## src/rtl/fft_stage_input_sel.sv

```systemverilog
// Stage-input selector: stage 0 of a frame draws beats from the scrambler, later stages from the data buffer.
// Latency: one cycle from an accepted input beat to out_valid; one beat per cycle when downstream is ready.
// Backpressure: a held output slot (out_valid & !out_ready) drops both input readies; data stays frozen.
module fft_stage_input_sel #(
    parameter int LANES = 8,
    parameter int DW    = 56,
    parameter int NSTG  = 8,
    parameter int BEATS = 32,
    parameter int STW   = $clog2(NSTG),
    parameter int BW    = $clog2(BEATS)
) (
    input  logic                clk,
    input  logic                rst_n,
    input  logic                start,
    input  logic                scr_valid,
    input  logic [LANES*DW-1:0] scr_data,
    output logic                scr_ready,
    input  logic                db_valid,
    input  logic [LANES*DW-1:0] db_data,
    output logic                db_ready,
    output logic                out_valid,
    output logic [LANES*DW-1:0] out_data,
    input  logic                out_ready,
    output logic [STW-1:0]      stg_cnt,
    output logic                busy,
    output logic                frame_done
);

    typedef enum logic {IDLE, RUN} state_t;

    state_t        state;
    state_t        state_nxt;
    logic [BW-1:0] beat;
    logic          sel_scr;
    logic          slot_free;
    logic          accept;
    logic          last_beat;
    logic          last_stage;
    logic          frame_end;

    // Source choice is purely a function of the stage, so it can only move at a stage boundary.
    assign sel_scr    = (stg_cnt == '0);
    assign slot_free  = !out_valid || out_ready;
    assign accept     = (scr_valid && scr_ready) || (db_valid && db_ready);
    assign last_beat  = (beat == BW'(BEATS - 1));
    assign last_stage = (stg_cnt == STW'(NSTG - 1));
    assign frame_end  = accept && last_beat && last_stage;

    // State register.
    always_ff @(posedge clk or negedge rst_n) begin
        if (!rst_n) begin
            state <= IDLE;
        end else begin
            state <= state_nxt;
        end
    end

    // Next state: start only matters in IDLE; the frame ends on the final beat's acceptance.
    always_comb begin
        state_nxt = state;
        case (state)
            IDLE:    if (start)     state_nxt = RUN;
            RUN:     if (frame_end) state_nxt = IDLE;
            default:                state_nxt = IDLE;
        endcase
    end

    // FSM outputs: readies never look at the matching valid, avoiding a combinational loop upstream.
    always_comb begin
        busy      = (state == RUN);
        scr_ready = busy && sel_scr && slot_free;
        db_ready  = busy && !sel_scr && slot_free;
    end

    // Stage/beat sequencing with explicit wrap compares.
    always_ff @(posedge clk or negedge rst_n) begin
        if (!rst_n) begin
            stg_cnt <= '0;
            beat    <= '0;
        end else if (state == IDLE && start) begin
            stg_cnt <= '0;
            beat    <= '0;
        end else if (accept) begin
            if (last_beat) begin
                beat    <= '0;
                stg_cnt <= last_stage ? '0 : stg_cnt + STW'(1);
            end else begin
                beat    <= beat + BW'(1);
            end
        end
    end

    // Output slot: load on accept, drain when downstream takes it without a refill.
    always_ff @(posedge clk or negedge rst_n) begin
        if (!rst_n) begin
            out_valid <= 1'b0;
            out_data  <= '0;
        end else if (accept) begin
            out_valid <= 1'b1;
            out_data  <= sel_scr ? scr_data : db_data;
        end else if (out_ready) begin
            out_valid <= 1'b0;
        end
    end

    // Single-cycle end-of-frame pulse.
    always_ff @(posedge clk or negedge rst_n) begin
        if (!rst_n) begin
            frame_done <= 1'b0;
        end else begin
            frame_done <= frame_end;
        end
    end

endmodule

```

## config.mk

```make
export PLATFORM = sky130hd
export DESIGN_NAME = fft_stage_input_sel
export DESIGN_NICKNAME = d
export VERILOG_FILES = /design/src/rtl/fft_stage_input_sel.sv
export SDC_FILE = /design/constraint.sdc
export NUM_CORES = 1
export LEC_CHECK = 0
export ABC_AREA = 1
export CORE_AREA = 2 2 528 530
export DETAILED_ROUTE_END_ITERATION = 7
export DIE_AREA = 0 0 530 532
export GPL_TIMING_DRIVEN = 0
export PLACE_DENSITY = 0.35
export SYNTH_ARGS = -nofsm -noshare
export SYNTH_HDL_FRONTEND = slang
export SYNTH_SLANG_ARGS = --single-unit
```

## constraint.sdc

```tcl
create_clock -name clk -period 2.35 [get_ports clk]
set_clock_uncertainty 0.1 [all_clocks]
set_input_delay 0.3525 -clock clk [delete_from_list [all_inputs] [get_ports clk]]
set_output_delay 0.3525 -clock clk [all_outputs]
set_load 0.005 [all_outputs]
```

## After elaboration in Yosys (flattened, before gate mapping)

Cells that the tools add are included.
W data, S select, Z words.

- Bits in registers: 459
- Output and inout port bits: 456
- Word-level logic and storage cells: 42
- Input port bits: 902

- Reductions and logical operators: 18
- Bitwise logic cells: 1
- Eq/ne operators: 2
- $add $sub $neg: 2
- Multiplexer cells: 13

Operators with widths:

| operator | number |
|---|---|
| $mux W448 | 1 |
| $mux W5 | 3 |
| $mux W3 | 4 |
| $logic_and A1 B1 Y1 | 9 |
| $reduce_bool A2 Y1 | 3 |
| $add A5 B1 Y5 const B | 1 |
| $eq A5 B5 Y1 const B | 1 |
| $mux W1 | 4 |
| $add A3 B1 Y3 const B | 1 |
| $eq A3 B3 Y1 const B | 1 |
| $logic_not A3 Y1 | 1 |
| $logic_not A1 Y1 | 2 |
| $logic_or A1 B1 Y1 | 2 |
| $pmux W1 S2 | 1 |
| $reduce_and A2 Y1 | 1 |
| $not A1 Y1 | 1 |

## Logic depth before layout (Yosys ltp)

- Depth in word-level cells: 10
- Mapped depth: 11
- Depth with buffers taken out: 9

## Worst setup path before layout

No wires, ideal clock.

- Kind: reg-to-reg
- Start point: register stg_cnt[0]
- End point: register out_data[402]
- Library setup time: 124 ps
- Buffers on the path: 2
- Arrival time: 1621 ps
- Data required time: 2126 ps
- Stages on the path, launching flop included: 12
- Period minus slack after synthesis: 1845 ps
- Setup slack: 505 ps
- Path through: dfrtp_1 -> inv_1 -> ha_1 -> inv_2 -> nor2_4 -> nand4_1 -> nand2_2 -> inv_2 -> buf_2 -> buf_2 -> nand2_1 -> nand2_1

- Cells in the longest elaborated chain, start to end: 6
- Elaborated cells between the ends (all ways): 10
- Classes of those cells: mux: 1; reduce/logical: 9

RTL lines:

| element | RTL line | source |
|---|---|---|
| from (decl) | 24 | `output logic [STW-1:0] stg_cnt,` |
| from (signal assigned) | 86 | `stg_cnt <= last_stage ? '0 : stg_cnt + STW'(1);` |
| $logic_not A3 Y1 * | 42 | `assign sel_scr = (stg_cnt == '0);` |
| $logic_not A1 Y1 | 72 | `db_ready = busy && !sel_scr && slot_free;` |
| $logic_and A1 B1 Y1 (2 in a row) | 72 |  |
| $logic_and A1 B1 Y1 | 44 | `assign accept = (scr_valid && scr_ready) \|\| (db_valid && db_ready);` |
| $logic_or A1 B1 Y1 | 44 |  |
| to (signal assigned) | 100 | `out_data <= sel_scr ? scr_data : db_data;` |
| to (decl) | 22 | `output logic [LANES*DW-1:0] out_data,` |

Mark *: on every way between the ends. The rest lies on a longest branch, timed or not.
A chain may end at the register's enable or synchronous reset.

## Worst setup path in the final report

- Start point: register stg_cnt[0]
- End point: register out_data[20]

Same word-level chain as after synthesis.

==> impl_metrics.json <==
{
  "synth_seq_cells": 459,
  "coreArea_um2": 276000,
  "power.density_nw_per_um2": 711,
  "violations": "setup timing",
  "postRouteAntennaNets": 0,
  "vias": 25915,
  "dr_wl_met3_mm": 23.4,
  "drive_gt1_share_pct": 20.5,
  "fin_ws_ns": -0.0824,
  "crit_fanout": 8,
  "power.clock.fraction_pct": 34.9,
  "max_cap_violations": 0,
  "timing.slew.headroom_pct": 47.0,
  "synth_area_um2": 22500,
  "dr.pass1.iters": 6,
  "wl_per_cell_um": 28.9,
  "grt-ovfl-total": 0,
  "critical_path.top_delay_family": "buffers and inverters",
  "rows": 193,
  "syn_area_per_cell_um2": 8.94,
  "cts_buffers": 71,
  "comb_power_share_pct": 32.8,
  "viasPerCell": 3.30,
  "hold_violations": 0,
  "synth_top_area_share_pct": 51.1,
  "grt_pass1_wl_mm": 286,
  "met1_length_mm": 92.7,
  "die_h_um": 532,
  "setup_violations": 11,
  "irDropWorstVdd_uv": 422,
  "fillCellCount": 31021,
  "drtIter0Drc": 1521,
  "slowest_delay_ns": 0.39,
  "rsz0062_at_grt": "true",
  "period_share_pct": 104,
  "yosys_warnings": 0,
  "placedCellCount": 7582,
  "yosys-top-cells-area": "dfrtp_1 51%, nand2_1 15%, o211ai_1 15%, or2_2 12%, buf_4 2.6%",
  "cp.arrival_ns": 2.94,
  "power.leakage_nw": 19.2,
  "timing.fmax_ghz": 0.411,
  "cp_data_required_time_ns": 2.86,
  "finalSetupTns_ns": -0.209,
  "place_ws_ns": -1.48,
  "cts_tree": "built",
  "worstSetupPathType": "reg2reg",
  "crit_chain": "inv_2 > ha_4 > inv_4 > nor2_4 > buf_6 > nand4_1 > nand2_8 > buf_12 > buf_16 > buf_12 > o211ai_1 > nand2_1",
  "critPathCaptureType": "flop",
  "clockRootBuffer": "clkbuf_16",
  "sw_frac_of_total_pct": 32.9,
  "seq_area_frac_synth_pct": 51.1,
  "pin_count": 1358,
  "clockBufferDepth": 3,
  "critPathMostFrequentCell": "buf_12",
  "cts_htree_levels": 3,
  "die_w_um": 530,
  "synth_cells": 2516,
  "portBuffers": 1357,
  "drv_slew": 0,
  "path_clk_slew_ns": 0.06,
  "syn_nets": 3423,
  "highest-signal-layer": "met5",
  "crit_path_top_delay_cell": "dfrtp_1",
  "tightest_slew_ns": 0.791,
  "place_hpwl_mm": 189,
  "drc": 0,
  "final-instance-count-excl-fill": 7842,
  "antenna_found_initial": 121,
  "pwr-share-seq_pct": 32.4,
  "hold_path.class": "in2async",
  "grt_max_degree": 98,
  "wl_met2_mm": 104,
  "grt.total_usage_pct": 15.4,
  "clock_latency_ns": 0.67,
  "nNetsFinal": 4939,
  "start_kind": "flop",
  "synth_area_leader_cell": "dfrtp_1",
  "status": "finished with violations",
  "start_util_pct": 8.15,
  "intPower_mw": 21.7,
  "switchingPower_mw": 10.6,
  "wl_mm": 227,
  "first_global_vias": 26826,
  "ys_types": 21,
  "whs_ns": 0.158,
  "clock-sinks": 459,
  "crit_buf_inv": 6,
  "dieArea_um2": 282000,
  "gp_congestion": 0.913,
  "min_period_ns": 2.43,
  "area_delta_synth_final_pct": 102
}
## cell families after synthesis
family / share of synthesized area, %
fa+ha+maj: 0.278
simple gates: 28.4
compound gates: 15.0
flops: 51.1
buf+inv: 5.24
## layer usage
layer | global-route usage [%] | vias to the layer above
met4 | 5.01 | 46
met5 | 0 | -
met1 | 18.6 | 12696
met2 | 24.8 | 1380
met3 | 5.97 | 242
li1 | - | 11551
## cell usage in the layout, fill, tap and decap left out, types with 5 or more instances in the layout
cell,n
inv_1,7
nor2_1,6
clkbuf_8,21
buf_8,19
clkbuf_2,43
clkbuf_1,47
nand2_1,914
clkdlybuf4s50_1,1318
clkbuf_4,9
dfrtp_1,458
buf_12,51
buf_6,25
buf_4,72
diode_2,53
or2_2,448
o211ai_1,448
clkdlybuf4s15_1,5
clkinvlp_4,5
clkbuf_16,90
dlygate4sd2_1,28
buf_16,11
## cell usage after synthesis (all sizes together)
cell type,count
nand2,921
dfrtp,459
o211ai,448
or2,448
buf,102
clkbuf,96
inv,12
nand3,8
nor2,8
ha,5
nand4,4
nor3,2
a21oi,1
nor3b,1
o21ai,1
## path summary, 6_finish.rpt
kind / to / slack (ns) / from / cells after the start
worst min-delay path: out_data[230] / 0.16 / rst_n / 2
worst max register to register: out_data[20] / -0.08 / stg_cnt[0] / 12
worst min register to register: out_data[21] / 0.37 / out_data[21] / 2
max in group asynchronous: beat[3] / 0.29 / rst_n / 4
worst max-delay path: out_data[20] / -0.08 / stg_cnt[0] / 12
min in group clk: out_data[380] / 0.18 / db_data[380] / 3
## sequential cells by signal, indices dropped and copies added (netlist names)
register	cells
out_data	448
beat	5
stg_cnt	3
busy	1
frame_done	1
out_valid	1
## per-stage QoR
step / utilization [%] / area (µm²) / power (mW)
after floorplan: - / 22500 / 12.9
after CTS: 16.3 / 45000 / 33.0
after global placement: 14.8 / 40700 / 20.7
after detailed placement: 14.8 / 40800 / 20.6
after global routing: 16.5 / 45400 / 34.1
final: 16.5 / 45500 / 32.3
## layout make-up
class / instances / area (µm²) / area share (%)
timing repair buffer: 1457 / 15200 / 33.4
antenna: 53 / 133 / 0.292
tap: 3705 / 4640 / 10.2
inverter: 12 / 55.1 / 0.121
buffer: 184 / 1690 / 3.73
sequential: 459 / 11500 / 25.3
clock buffer: 106 / 2110 / 4.64
multi-input combinational: 1847 / 9940 / 21.8
clock inverter: 19 / 246 / 0.542
## power groups by stage
stage                     Sequential, mW  Combinational [mW]  Clock [mW]
after floorplan                     10.5                2.41           0
after global placement              10.6                10.1           0
after detailed placement            10.6                10.1           0
after CTS                           10.5                10.7        11.8
after global routing                10.7                11.4        12.0
final                               10.5                10.6        11.3
## what timing repair did
item,CTS,global route
setup endpoints to repair,495,370
buffers inserted,68,13
pin swaps,50,68
resized for setup,316,98
gates cloned,10,13
hold buffers,1,0
endpoints found under the hold margin,89,0
Power figures use the tool's default switching activity.
